--- src/rtl/topk_pkg.sv ---
// Shared types and sizing for the streaming top-k selector.
// Optional feature macro: TOPK_MIN_MODE_EN (min-selection mode port).
package topk_pkg;

  localparam int DATAWIDTH = 8;
  localparam int K_MAX     = 16;
  localparam int MAX_LEN   = 256;
  localparam int IDX_WIDTH = $clog2(MAX_LEN);
  localparam int K_WIDTH   = $clog2(K_MAX) + 1;
  localparam int RD_WIDTH  = $clog2(K_MAX);
  localparam int CNT_WIDTH = IDX_WIDTH + 1;

  typedef struct packed {
    logic                 vld;
    logic [DATAWIDTH-1:0] data;
    logic [IDX_WIDTH-1:0] idx;
  } topk_entry_t;

  typedef enum logic [1:0] {
    IDLE,
    COLLECT,
    DRAIN
  } topk_state_e;

  // Requested k forced into [1, K_MAX].
  function automatic logic [K_WIDTH-1:0] clamp_k(input logic [K_WIDTH-1:0] k);
    if (k == '0) return K_WIDTH'(1);
    if (k > K_WIDTH'(K_MAX)) return K_WIDTH'(K_MAX);
    return k;
  endfunction

endpackage

--- src/rtl/topk_stream_if.sv ---
// Stream, result and configuration signals of the top-k selector.
// Optional feature macro: TOPK_MIN_MODE_EN adds min_mode_i.
interface topk_stream_if;
  import topk_pkg::*;

`ifdef TOPK_MIN_MODE_EN
  logic                 min_mode_i;
`endif
  logic                 sign_ctrl_i;
  logic [K_WIDTH-1:0]   k_i;
  logic                 s_valid_i;
  logic                 s_ready_o;
  logic [DATAWIDTH-1:0] s_data_i;
  logic                 s_last_i;
  logic                 m_valid_o;
  logic                 m_ready_i;
  logic [DATAWIDTH-1:0] m_data_o;
  logic [IDX_WIDTH-1:0] m_idx_o;
  logic                 m_last_o;
  logic                 err_o;

  // Selector side.
  modport slave (
`ifdef TOPK_MIN_MODE_EN
    input  min_mode_i,
`endif
    input  sign_ctrl_i, k_i, s_valid_i, s_data_i, s_last_i, m_ready_i,
    output s_ready_o, m_valid_o, m_data_o, m_idx_o, m_last_o, err_o
  );

  // Producer / consumer side.
  modport master (
`ifdef TOPK_MIN_MODE_EN
    output min_mode_i,
`endif
    output sign_ctrl_i, k_i, s_valid_i, s_data_i, s_last_i, m_ready_i,
    input  s_ready_o, m_valid_o, m_data_o, m_idx_o, m_last_o, err_o
  );

endinterface

--- src/rtl/topk_cmp.sv ---
// "New element beats existing entry" compare: strictly better only, so ties
// leave the earlier entry ahead.
// Optional feature macro: TOPK_MIN_MODE_EN (better = strictly smaller).
module topk_cmp
  import topk_pkg::*;
(
  input  logic [DATAWIDTH-1:0] new_data,
  input  logic [DATAWIDTH-1:0] old_data,
  input  logic                 sign_mode,
`ifdef TOPK_MIN_MODE_EN
  input  logic                 min_mode,
`endif
  output logic                 beats
);

  logic gt_u;
  logic gt_s;

  assign gt_u = new_data > old_data;
  assign gt_s = $signed(new_data) > $signed(old_data);

`ifdef TOPK_MIN_MODE_EN
  logic lt_u;
  logic lt_s;

  assign lt_u = new_data < old_data;
  assign lt_s = $signed(new_data) < $signed(old_data);

  // Pick the ordering selected for this frame.
  always_comb begin
    if (min_mode) beats = sign_mode ? lt_s : lt_u;
    else          beats = sign_mode ? gt_s : gt_u;
  end
`else
  assign beats = sign_mode ? gt_s : gt_u;
`endif

endmodule

--- src/rtl/topk_stream.sv ---
// Streaming top-k selector: keeps a sorted buffer of the best K_MAX elements
// with their frame indices, then drains the best k of them, best first.
// Optional feature macro: TOPK_MIN_MODE_EN (select k smallest instead).
//
// state   | meaning
// IDLE    | waiting for first beat of a frame, s_ready high
// COLLECT | frame in progress, one insert per accepted beat
// DRAIN   | streaming min(k, count) results, input stalled
module topk_stream
  import topk_pkg::*;
(
  input  logic          clk_i,
  input  logic          rstn_i,
  topk_stream_if.slave  bus
);

  topk_state_e          state, state_nxt;
  topk_entry_t          entries [K_MAX];
  topk_entry_t          eff     [K_MAX];
  topk_entry_t          ins     [K_MAX];
  topk_entry_t          new_e;
  logic [K_MAX-1:0]     cmp_out;
  logic [K_MAX-1:0]     beats;
  logic [CNT_WIDTH-1:0] cnt;
  logic [K_WIDTH-1:0]   k_lat;
  logic [K_WIDTH-1:0]   n_out;
  logic [RD_WIDTH-1:0]  rd_ptr;
  logic                 sign_lat;
  logic                 sign_eff;
  logic                 err;
  logic                 s_ready;
  logic                 m_valid;
  logic                 m_last;
  logic                 accept;
  logic                 first_beat;
  logic                 full;
  logic                 drain_hs;

  assign accept     = bus.s_valid_i && s_ready;
  assign first_beat = accept && (state == IDLE);
  assign full       = (state != IDLE) && (cnt == CNT_WIDTH'(MAX_LEN));
  assign drain_hs   = m_valid && bus.m_ready_i;
  // The first beat compares with the live config, later beats with the latched one.
  assign sign_eff   = (state == IDLE) ? bus.sign_ctrl_i : sign_lat;

`ifdef TOPK_MIN_MODE_EN
  logic min_lat;
  logic min_eff;
  assign min_eff = (state == IDLE) ? bus.min_mode_i : min_lat;
`endif

  assign new_e.vld  = 1'b1;
  assign new_e.data = bus.s_data_i;
  assign new_e.idx  = (state == IDLE) ? '0 : cnt[IDX_WIDTH-1:0];

  // Valid entries form a sorted prefix, so beats is a thermometer mask; the new
  // element lands at its first set bit and everything below shifts down one.
  for (genvar g = 0; g < K_MAX; g++) begin : g_slot
    assign eff[g] = (state == IDLE) ? '0 : entries[g];

    topk_cmp u_cmp (
      .new_data  (bus.s_data_i),
      .old_data  (eff[g].data),
      .sign_mode (sign_eff),
`ifdef TOPK_MIN_MODE_EN
      .min_mode  (min_eff),
`endif
      .beats     (cmp_out[g])
    );

    assign beats[g] = !eff[g].vld || cmp_out[g];

    if (g == 0) begin : g_head
      assign ins[g] = beats[g] ? new_e : eff[g];
    end else begin : g_tail
      assign ins[g] = !beats[g] ? eff[g] : (beats[g-1] ? eff[g-1] : new_e);
    end
  end

  assign n_out  = (cnt < CNT_WIDTH'(k_lat)) ? K_WIDTH'(cnt) : k_lat;
  assign m_last = (state == DRAIN) && ({1'b0, rd_ptr} == n_out - K_WIDTH'(1));

  // State register.
  always_ff @(posedge clk_i or negedge rstn_i) begin
    if (!rstn_i) state <= IDLE;
    else         state <= state_nxt;
  end

  // Next-state and handshake outputs.
  always_comb begin
    state_nxt = state;
    s_ready   = 1'b0;
    m_valid   = 1'b0;
    case (state)
      IDLE: begin
        s_ready = 1'b1;
        if (bus.s_valid_i) state_nxt = bus.s_last_i ? DRAIN : COLLECT;
      end
      COLLECT: begin
        s_ready = 1'b1;
        if (bus.s_valid_i && bus.s_last_i) state_nxt = DRAIN;
      end
      DRAIN: begin
        m_valid = 1'b1;
        if (bus.m_ready_i && m_last) state_nxt = IDLE;
      end
      default: state_nxt = IDLE;
    endcase
  end

  // Buffer insert, element counter, frame config latch and drain pointer.
  always_ff @(posedge clk_i or negedge rstn_i) begin
    if (!rstn_i) begin
      entries  <= '{default: '0};
      cnt      <= '0;
      k_lat    <= '0;
      sign_lat <= 1'b0;
      rd_ptr   <= '0;
      err      <= 1'b0;
`ifdef TOPK_MIN_MODE_EN
      min_lat  <= 1'b0;
`endif
    end else begin
      if (accept) begin
        if (first_beat) begin
          k_lat    <= clamp_k(bus.k_i);
          sign_lat <= bus.sign_ctrl_i;
          rd_ptr   <= '0;
          err      <= 1'b0;
`ifdef TOPK_MIN_MODE_EN
          min_lat  <= bus.min_mode_i;
`endif
        end
        if (full) begin
          err <= 1'b1;
        end else begin
          entries <= ins;
          cnt     <= first_beat ? CNT_WIDTH'(1) : cnt + CNT_WIDTH'(1);
        end
      end
      if (drain_hs) rd_ptr <= rd_ptr + RD_WIDTH'(1);
    end
  end

  assign bus.s_ready_o = s_ready;
  assign bus.m_valid_o = m_valid;
  assign bus.m_last_o  = m_last;
  assign bus.m_data_o  = (state == DRAIN) ? entries[rd_ptr].data : '0;
  assign bus.m_idx_o   = (state == DRAIN) ? entries[rd_ptr].idx  : '0;
  assign bus.err_o     = err;

endmodule

--- src/flat_wrapper.sv ---
// flat-port wrapper written by rule: the top's interface ports become plain ports
module topk_stream_flat import topk_pkg::*;
  (clk_i, rstn_i, bus_sign_ctrl_i, bus_k_i, bus_s_valid_i, bus_s_data_i, bus_s_last_i, bus_m_ready_i, bus_s_ready_o, bus_m_valid_o, bus_m_data_o, bus_m_idx_o, bus_m_last_o, bus_err_o);
  topk_stream_if bus_i ();
  input  logic clk_i;
  input  logic rstn_i;
  input wire logic [$bits(bus_i.sign_ctrl_i)-1:0] bus_sign_ctrl_i;
  input wire logic [$bits(bus_i.k_i)-1:0] bus_k_i;
  input wire logic [$bits(bus_i.s_valid_i)-1:0] bus_s_valid_i;
  input wire logic [$bits(bus_i.s_data_i)-1:0] bus_s_data_i;
  input wire logic [$bits(bus_i.s_last_i)-1:0] bus_s_last_i;
  input wire logic [$bits(bus_i.m_ready_i)-1:0] bus_m_ready_i;
  output wire logic [$bits(bus_i.s_ready_o)-1:0] bus_s_ready_o;
  output wire logic [$bits(bus_i.m_valid_o)-1:0] bus_m_valid_o;
  output wire logic [$bits(bus_i.m_data_o)-1:0] bus_m_data_o;
  output wire logic [$bits(bus_i.m_idx_o)-1:0] bus_m_idx_o;
  output wire logic [$bits(bus_i.m_last_o)-1:0] bus_m_last_o;
  output wire logic [$bits(bus_i.err_o)-1:0] bus_err_o;
  assign bus_i.sign_ctrl_i = bus_sign_ctrl_i;
  assign bus_i.k_i = bus_k_i;
  assign bus_i.s_valid_i = bus_s_valid_i;
  assign bus_i.s_data_i = bus_s_data_i;
  assign bus_i.s_last_i = bus_s_last_i;
  assign bus_i.m_ready_i = bus_m_ready_i;
  assign bus_s_ready_o = bus_i.s_ready_o;
  assign bus_m_valid_o = bus_i.m_valid_o;
  assign bus_m_data_o = bus_i.m_data_o;
  assign bus_m_idx_o = bus_i.m_idx_o;
  assign bus_m_last_o = bus_i.m_last_o;
  assign bus_err_o = bus_i.err_o;
  topk_stream u_core (.clk_i(clk_i), .rstn_i(rstn_i), .bus(bus_i));
endmodule
--- config.mk ---
export PLATFORM = sky130hd
export DESIGN_NAME = topk_stream_flat
export DESIGN_NICKNAME = d
export VERILOG_FILES = /design/src/rtl/topk_pkg.sv /design/src/rtl/topk_stream_if.sv /design/src/rtl/topk_cmp.sv /design/src/rtl/topk_stream.sv /design/src/flat_wrapper.sv
export SDC_FILE = /design/constraint.sdc
export NUM_CORES = 1
export LEC_CHECK = 0
export ABC_CLOCK_PERIOD_IN_PS = 6600
export CAP_MARGIN = 15
export CORE_ASPECT_RATIO = 0.8
export CORE_UTILIZATION = 50
export DETAILED_ROUTE_END_ITERATION = 8
export HOLD_SLACK_MARGIN = 0.15
export PLACE_DENSITY = 0.65
export REMOVE_ABC_BUFFERS = 1
export SLEW_MARGIN = 40
export SYNTH_ARGS = -nofsm -noshare
export SYNTH_HDL_FRONTEND = slang
export SYNTH_SLANG_ARGS = --single-unit
--- constraint.sdc ---
create_clock -name clk_i -period 6.6 [get_ports clk_i]
set_clock_uncertainty 0.05 [all_clocks]
set_input_delay 1.32 -clock clk_i [delete_from_list [all_inputs] [get_ports clk_i]]
set_output_delay 1.32 -clock clk_i [all_outputs]
set_load 0.005 [all_outputs]
; ---- Yosys cells after proc, flatten, opt, wreduce, memory -nomap -nowiden
; Index checks and enable logic that the tools add are counted.
[classes]
n_addsub = 3
mul = 0
n_div = 0
order_cmp = 35
n_eq_ne = 7
shift = 0
n_mux = 95
bitwise = 2
reduce_logical = 53
[op_table]
columns = operator, n
row1 = $mux W17, 47
row2 = $gt A8 B8 Y1, 32
row3 = $bmux W17 S4, 1
row4 = $mux W16, 2
row5 = $mux W1, 28
row6 = $mux W5, 5
row7 = $mux W8, 3
row8 = $logic_not A1 Y1, 16
row9 = $logic_or A1 B1 Y1, 16
row10 = $mux W4, 3
row11 = $reduce_bool A2 Y1, 5
row12 = $add A9 B1 Y9 const B, 1
row13 = $eq A9 B9 Y1 const B, 1
row14 = $lt A9 B5 Y1, 1
row15 = $mux W9, 1
row16 = $mux W2, 4
row17 = $reduce_and A2 Y1, 4
row18 = $logic_and A1 B1 Y1, 7
row19 = $pmux W2 S3, 1
row20 = $reduce_and A3 Y1, 2
row21 = $eq A4 B5 Y1, 1
row22 = $ge A5 B5 Y1 const B, 1
row23 = $gt A5 B5 Y1 const B, 1
row24 = $logic_not A5 Y1, 1
row25 = 10 further kinds, 11
[totals]
register_bits = 294
latch_bits = 0
ramBits = 0
rom_bits = 0
out_inout_bits = 20
elab_cells = 249
memories = 0

; ---- Logic depth before layout (Yosys ltp)
; Gate-level depths: netlist of run 1.
[depth]
ltp_word = 12
mapped_depth = 20

; ---- By module
; A second synthesis of run 1 with hierarchy kept.
[unflattened]
hier_cells = 2245
area_unflattened_um2 = 20068.0
[by_module_without_submodules]
columns = module, n_inst, cells_per_inst, area_per_inst_um2, seq_area_each_um2
row1 = topk_stream, 1, 1766, 16649.7, 7357.1
row2 = topk_cmp (u_core.g_slot[0].u_cmp ...), 15, 30, 214.0, 0.0
row3 = topk_cmp (u_core.g_slot[3].u_cmp), 1, 29, 209.0, 0.0

; ---- Worst setup path after synthesis of run 1
; Ideal clock, no wire load.
[synth_timing]
kind = flip-flop to flip-flop
from = reg u_core.state[0]
to = reg u_core.entries[235] in the netlist's numbering
setup_time_ns = 0.125
arrival_ns = 3.920
t_required_ns = 6.425
slack_ns = 2.505
path_stages_with_launch = 19
n_path_buf = 8
period_less_slack_ns = 4.095
path_cell_list = dfrtp_1 buf_6 or2_2 buf_2 buf_2 clkbuf_1 buf_2 clkbuf_1 clkbuf_1 nand2_1 ha_1 and4_1 a21o_1 a2111oi_2 nor2_2 buf_2 nand3_1 o21ai_0 mux2_4
[synth_between]
elab_chain_cells = 7
word_cells_on_any_way = 24
[synth_rtl]
columns = element, line_no
row1 = from (decl), topk_stream.sv:17  ; topk_state_e state, state_nxt;
row2 = from (signal assigned), topk_stream.sv:86  ; else state <= state_nxt;
row3 = $logic_not A2 Y1, "topk_stream.sv:44, topk_stream.sv:59, topk_stream.sv:94"
row4 = $mux W17, topk_stream.sv:59  ; assign eff[g] = (state == IDLE) ? '0 : entries[g];
row5 = $gt A8 B8 Y1 (on tied branches), "topk_cmp.sv:19, topk_cmp.sv:20"
row6 = $mux W1, topk_cmp.sv:35  ; assign beats = sign_mode ? gt_s : gt_u;
row7 = $logic_or A1 B1 Y1, topk_stream.sv:71  ; assign beats[g] = !eff[g].vld || cmp_out[g];
row8 = $mux W17 (2 in a row), topk_stream.sv:76  ; assign ins[g] = !beats[g] ? eff[g] : (beats[g-1] ? eff[g-1] : new_e);
row9 = to (signal assigned), topk_stream.sv:137  ; entries <= ins;
row10 = to (decl), topk_stream.sv:18  ; topk_entry_t entries [K_MAX];
; Several ways; a longest one is shown, not always the timed one.
; A chain may end at the register's enable or synchronous reset.

; ---- Worst setup path in the final report of run 1
[layout_timing]
from = reg u_core.cnt[7]
to = out bus_m_last_o
[layout_between]
elab_chain_cells = 5
[layout_rtl]
columns = element, line_no
row1 = from (decl), topk_stream.sv:24  ; logic [CNT_WIDTH-1:0] cnt;
row2 = from (signal assigned), topk_stream.sv:138  ; cnt <= first_beat ? CNT_WIDTH'(1) : cnt + CNT_WIDTH'(1);
row3 = $lt A9 B5 Y1, topk_stream.sv:80  ; assign n_out = (cnt < CNT_WIDTH'(k_lat)) ? K_WIDTH'(cnt) : k_lat;
row4 = $mux W5, topk_stream.sv:80
row5 = $sub A5 B1 Y5, topk_stream.sv:81  ; assign m_last = (state == DRAIN) && ({1'b0, rd_ptr} == n_out - K_WIDTH'(1));
row6 = $eq A4 B5 Y1, topk_stream.sv:81
row7 = $logic_and A1 B1 Y1, topk_stream.sv:81
row8 = to (decl), flat_wrapper.sv:17  ; output wire logic [$bits(bus_i.m_last_o)-1:0] bus_m_last_o;
; Every way passes these cells.

==> results by group, run 1 <==
Status
  – Status: finished clean

Critical path
  – Critical path destination: bus_m_last_o
  – Worst Path Buf+Inv: 2
  – Critical path required time: roughly 5.2 ns
  – CP cell instances: buf_4, or3_1, a2111o_1, a31oi_4, mux2i_1, ha_1, nand3_1, xnor2_1, nand2_1, o21ai_0, nand4_1, nor3_2, clkdlybuf4s50_1
  – Critical Path Start Type: register
  – R2R cell count: 12
  – Critical path fanouts, max: 12
  – Crit path depth: 13
  – Max incr delay on CP: 0.52 ns
  – Slowest CP cell: clkdlybuf4s50_1
  – Critical Path Sink Type: output port
  – Crit. Startpoint: u_core.cnt[7]
  – R2R Path End: u_core.entries[197]
  – R2R setup slack: around 2.2 ns
  – Critical path arrival: 4.24 ns
  – Critical path's top delay family: simple AND/OR/NAND/NOR gates
  – Crit Path Class: register to output port
  – FF-to-FF Start: u_core.state[0]

Route
  – Detailed-route wire length: 62.4 mm
  – DRT iter0 DRCs: 1735
  – DRC viols: 0
  – Vias/cell: 6.37
  – Via count: between 15000 and 20000
  – ANT nets after route: 0
  – Routed len/inst: 23.0 um
  – DRT Pass-1 Iters: 6

STA
  – RSZ-0062 raised after global routing: false
  – Final hold violation count: 0
  – Period minus WS final: 5.61 ns
  – Post-route clock period utilization: 0.851
  – Final setup fails: 0
  – Fmax: 178 MHz
  – Final WS setup: 0.985 ns
  – Slew Viols, Final: 0
  – Slew margin rel.: 0.442
  – Worst-Margin Slew: about 0.83 ns
  – Total negative slack: 0 ns

Logic synthesis
  – Number of distinct library cells after synthesis: 78
  – Syn Inst Count: approximately 2200
  – Share of the synthesized area in the top cell type: 0.362
  – Mapped Avg Cell Area: 9.25 um2
  – Largest area contributor in the netlist: dfrtp_1
  – Area contributors post-synth: dfrtp_1, mux4_2, ha_1, nand2_1, a21oi_1
  – Post-synthesis instance area: 20300 um2
  – Top_reg_cell synth: dfrtp_1
  – Commonest cells post-synth: nand2_1, dfrtp_1, nor2_1
  – Flops & latches, synth: 294
  – Seq/Total Area, Yosys: 0.362
  – Warnings, synthesis: 0
  – Post-synth EDFFs: 0
  – Async S/R FF share, synth: 1.00
  – Count leader, synth: nand2_1

Floorplanning
  – Die width: 227 um
  – Rows: 65
  – Core area: 39700 um2
  – Die span in y: 182 um
  – Initial Utilization: 0.511
  – Die Area: 41400 um2
  – I/O pins: 39

Layout
  – Layout cell share with drive strength beyond 1: 0.142
  – Nets: 2312
  – Antenna cells: 0
  – Final core occ: 0.562
  – Fin area: 22300 um2
  – Area growth syn-to-layout: 9.82%

GRT
  – Antenna violations before repair: 1
  – Grt ovf: 0
  – Gr usage total: 0.308
  – Routing usage on met2: 0.456
  – Grt met1 use: 0.456
  – Global-route wire length before repair: 98.4 mm
  – Pin count of the biggest net entering global routing: 86
  – Met3 usage: 0.0691
  – Vias in the first global route: 16812
  – Gr busiest metal: met1

Place
  – Hpwl dp: between 40 and 50 mm
  – GP Congestion: 0.919
  – Setup WS pre-CTS: 1.26 ns
  – Placed Area: roughly 21000 um2
  – I/O Buffers: 38

Clock tree
  – H-tree lvl count: 2
  – Num CTS Buffers: 35
  – Clk slew on worst S/H paths: 0.06 ns
  – TritonCTS Sinks: 294
  – Hold-fix buffers, CTS: 0
  – Root Buffer: clkbuf_16
  – CTS resizes: 0
  – Postcts setup bufs: 0
  – Worst skew pair latency: 0.55 ns
  – CTS tree: built
  – Max clock buf depth: 3

Power and ir drop
  – Peak supply drop: 0.287 mV
  – Reported leakage power: about 9.4 nW
  – Pwr dens: 522 nW/um2

Min path
  – HP Class: register to register

Flow run
  – MaxCap Viol Count: 0
==> placed cells by master (no fill, tap or decap), types with 11 or more instances in the layout <==
cell type        count
a21o_1              25
a21oi_1            194
a311oi_1            35
a31oi_1             46
and2_1              41
buf_4               39
clkbuf_16           36
clkdlybuf4s50_1     36
dfrtp_1            290
ha_1               136
inv_1               63
mux2_2              49
mux2i_1             39
mux4_2              80
nand2_1            301
nand3_1             51
nand4_1             29
nor2_1             217
nor2b_1             31
o211ai_1            11
o21ai_0            177
o21ai_1             11
o22a_1              22
o2bb2ai_1           16
o31ai_1             26
xnor2_1             12
==> worst min-delay path by stage <==
| stage | slack (ns) | from | depth (start not counted) | endpoint |
|---|---|---|---|---|
| 6_report | 0.44 | u_core.sign_lat | 2 | u_core.sign_lat |
| 5_1_grt | 0.45 | u_core.entries[271] | 1 | u_core.entries[271] |
| 4_1_cts | 0.44 | u_core.entries[271] | 1 | u_core.entries[271] |
| 3_5_place_dp | 0.43 | u_core.entries[271] | 1 | u_core.entries[271] |
| 3_3_place_gp | 0.40 | u_core.entries[271] | 1 | u_core.entries[271] |
| 2_1_floorplan | 0.39 | u_core.entries[271] | 1 | u_core.entries[271] |
==> report_power, final <==
group	leakage, nW	internal, mW	switching (mW)
clock	0.590	1.20	0.856
combinational	5.04	2.51	3.64
sequential	3.74	2.56	0.890
==> cell families after synthesis <==
| logic type | count (synthesis) | share of synthesized area |
|---|---|---|
| XOR/XNOR | 15 | 0.00647 |
| flip-flops | 294 | 0.362 |
| multiplexers | 171 | 0.137 |
| AND/OR/NAND/NOR | 738 | 0.165 |
| AO/OA/AOI/OAI | 618 | 0.196 |
| buffers and inverters | 223 | 0.0484 |
| adder cells (fa/ha/maj) | 136 | 0.0838 |
==> area by class of cell <==
cell class	instances	area, um2
clock inverter	15	148
fill	3582	17400
tap	536	671
inverter	64	240
clock buffer	49	1050
multi-input combinational	1678	12000
sequential	294	7360
timing repair buffer	84	812
==> registers in the layout, indices dropped and copies added, names as in the netlist <==
register          flops
u_core.entries      272
u_core.cnt            9
u_core.k_lat          5
u_core.rd_ptr         4
u_core.state          2
u_core.bus.err_o      1
u_core.sign_lat       1
==> worst register-to-register path: stages, from the launching register on <==
cell	delay, ns
dfrtp_1	0.61
or2_4	0.38
buf_12	0.31
buf_12	0.35
nand2_1	0.13
ha_1	0.43
nand4_1	0.18
a21oi_1	0.26
a2111oi_4	0.10
o21ai_4	0.52
nand2_2	0.51
a311oi_1	0.37
a21oi_1	0.08
==> metal layers <==
layer,share of wire,vias up
met4,0.018,0
met5,0,-
met3,0.086,90
met1,0.46,8663
li1,-,7882
met2,0.44,685
==> stage by stage <==
| stage | power, mW | hold WS, ns | instances |
|---|---|---|---|
| after floorplan | 7.44 | 0.389 | 2036 |
| after global placement | 9.26 | 0.405 | 2652 |
| after detailed placement | 9.45 | 0.426 | 2654 |
| after CTS | 11.5 | 0.441 | 2718 |
| after global routing | 12.4 | 0.449 | 2720 |
| final | 11.6 | 0.440 | 2720 |
No activity file was read; power rests on OpenSTA's default activity.
==> run 2, diff against run 1 <==
--- a/config.mk
+++ b/config.mk
@@ -7,11 +7,14 @@
 export LEC_CHECK = 0
 export ABC_CLOCK_PERIOD_IN_PS = 6600
 export CAP_MARGIN = 15
+export CELL_PAD_IN_SITES_DETAIL_PLACEMENT = 1
+export CELL_PAD_IN_SITES_GLOBAL_PLACEMENT = 1
 export CORE_ASPECT_RATIO = 0.8
 export CORE_UTILIZATION = 50
 export DETAILED_ROUTE_END_ITERATION = 8
+export GPL_TIMING_DRIVEN = 1
 export HOLD_SLACK_MARGIN = 0.15
-export PLACE_DENSITY = 0.65
+export PLACE_DENSITY = 0.8
 export REMOVE_ABC_BUFFERS = 1
 export SLEW_MARGIN = 40
 export SYNTH_ARGS = -nofsm -noshare
==> run 2 against run 1 <==
Net effect:
- combinational power is 3% higher
- critical path type unchanged
- cell count is 0.22% lower
- worst setup slack worse by 0.34 ns
- largest cell class unchanged
- via count up 4.0%
- core utilization shrank 0.24 points
- maximum frequency decreased by 5.7%
- global-route usage up 3.8 points
- worst hold slack worse by 0.0024 ns
- highest routed layer is now met5
- power increased by 1.6%
- design area is 0.43% lower
- critical endpoint unchanged
==> results by group, run 2 (same netlist as run 1, synthesis figures left out) <==
STA
  – Fmax: 168 MHz
  – Slew margin rel.: 0.455
  – RSZ-0062 raised after global routing: false
  – Period minus WS final: about 6 ns
  – Total negative slack: 0 ns
  – Final setup fails: 0
  – Slew Viols, Final: 0
  – Post-route clock period utilization: 0.903
  – Worst-Margin Slew: 0.812 ns
  – Final hold violation count: 0

Layout
  – Largest regs: u_core.entries (272), u_core.cnt (9), u_core.k_lat (5)
  – Most frequent cells in the layout: nand2_1, dfrtp_1, nor2_1
  – Area growth syn-to-layout: 9.34%
  – Largest register FFs: 272
  – Most flops, register: u_core.entries
  – Layout cell share with drive strength beyond 1: 0.137
  – Nets: roughly 2300
  – Fin area: around 22000 um2
  – # fillers: 4536
  – Commonest non-fill, non-tap cell in the layout: nand2_1
  – Final core occ: 0.559
  – Antenna cells: 0

Route
  – Routed len/inst: 25.8 um
  – Via count: around 18000
  – Vias/cell: 6.64
  – DRT Pass-1 Iters: 5
  – ANT nets after route: 0
  – DRC viols: 0
  – DRT iter0 DRCs: 1631
  – Detailed-route wire length: 70.1 mm

Power and ir drop
  – Cell-internal power: between 6 and 7 mW
  – Power Total: 11.8 mW
  – Comb power frac: 0.537
  – Seq pwr share: 0.298
  – Reported leakage power: 9.31 nW
  – Sw Ratio: 0.477
  – Net Switching: 5.64 mW
  – Peak supply drop: between 0.2 and 0.3 mV
  – Fraction of power consumed by the clock network: 0.165
  – Pwr dens: roughly 530 nW/um2

Flow run
  – MaxCap Viol Count: 0

Clock tree
  – TritonCTS Sinks: between 200 and 300
  – CTS tree: built
  – H-tree lvl count: 2
  – CTS resizes: 0
  – Root Buffer: clkbuf_16
  – Clk slew on worst S/H paths: 0.06 ns
  – Num CTS Buffers: 35
  – Postcts setup bufs: 0
  – Max clock buf depth: 3
  – Hold-fix buffers, CTS: 0
  – Worst skew pair latency: 0.55 ns

Floorplanning
  – I/O pins: 39
  – Die Area: 41400 um2
  – Rows: 65
  – Die span in y: approximately 180 um
  – Die width: around 230 um
  – Core area: between 30000 and 40000 um2
  – Initial Utilization: 0.511

GRT
  – Global-route wire length before repair: roughly 110 mm
  – Antenna violations before repair: 4
  – Gr usage total: 0.345
  – Vias in the first global route: approximately 19000
  – Grt ovf: 0
  – Pin count of the biggest net entering global routing: 135

Critical path
  – Critical Path Start Type: register
  – Critical Path Sink Type: output port
  – Crit Path Class: register to output port
  – Critical path arrival: 4.59 ns
  – Critical path required time: about 5.2 ns
  – Critical path fanouts, max: 12
  – R2R cell count: 12

Place
  – I/O Buffers: 38
  – GP Congestion: 0.920
  – Placed Area: 21000 um2
  – Hpwl dp: 48.9 mm

Min path
  – HP Class: register to register
  – Hold path depth: 1

Status
  – Status: finished clean
run 2: changes by cell type in the layout (fill, tap and decap cells not counted), sizes merged:
cell,before,now
buf,48,45
clkinvlp,3,1
clkdlybuf4s50,36,34
clkinv,9,6
bufinv,2,1
clkbuf,49,54
run 2: power groups by stage:
stage	clock, mW	sequential (mW)	combinational, mW
6_report	1.95	3.53	6.34
5_1_grt	2.04	3.60	6.88
4_1_cts	1.97	3.48	6.26
3_5_place_dp	0	3.48	6.18
3_3_place_gp	0	3.43	5.83
2_1_floorplan	0	3.15	4.29
run 2: path summary, 6_finish.rpt:
kind	slack, ns	start	to
min in group asynchronous	0.58	rstn_i	u_core.entries[178]
min reg2reg	0.44	u_core.entries[271]	u_core.entries[271]
max	0.64	u_core.cnt[7]	bus_m_last_o
max in group asynchronous	4.78	rstn_i	u_core.rd_ptr[0]
max reg2reg	1.95	u_core.state[0]	u_core.entries[213]
min	0.44	u_core.entries[271]	u_core.entries[271]
run 2: area by class of cell:
type                            instances  area (um2)  share of cell area
Multi-Input combinational cell       1678       12000               0.541
Sequential cell                       294        7360               0.332
Clock buffer                           54        1030              0.0463
Timing Repair Buffer                   79         788              0.0355
Tap cell                              536         671              0.0302
Inverter                               64         240              0.0108
Clock inverter                          9        87.6             0.00395
run 2: worst max-delay path, stage by stage (launching register included):
cell	delay, ns
dfrtp_1	0.60
or3_1	0.51
a2111o_1	0.44
a31oi_4	0.33
mux2i_1	0.38
ha_1	0.29
nand3_1	0.12
xnor2_1	0.23
nand2_1	0.07
o21ai_0	0.08
nand4_1	0.12
nor3_2	0.28
clkdlybuf4s50_1	0.57
run 2: through the flow:
stage | std cells | hold slack (ns) | setup slack [ns]
detailed placement | 2649 | 0.422 | 1.34
global placement | 2647 | 0.405 | 1.43
global route | 2714 | 0.448 | 0.487
floorplan | 2036 | 0.389 | 1.13
finish | 2714 | 0.438 | 0.643
CTS | 2712 | 0.435 | 0.717
run 2: layer usage:
| layer | routed length, um | GRT usage | part of all wire |
|---|---|---|---|
| met1 | 30700 | 0.492 | 0.44 |
| met2 | 32400 | 0.538 | 0.46 |
| met3 | 4900 | 0.0526 | 0.070 |
| met4 | 2050 | 0.114 | 0.029 |
| met5 | 9 | 0 | 0.00013 |
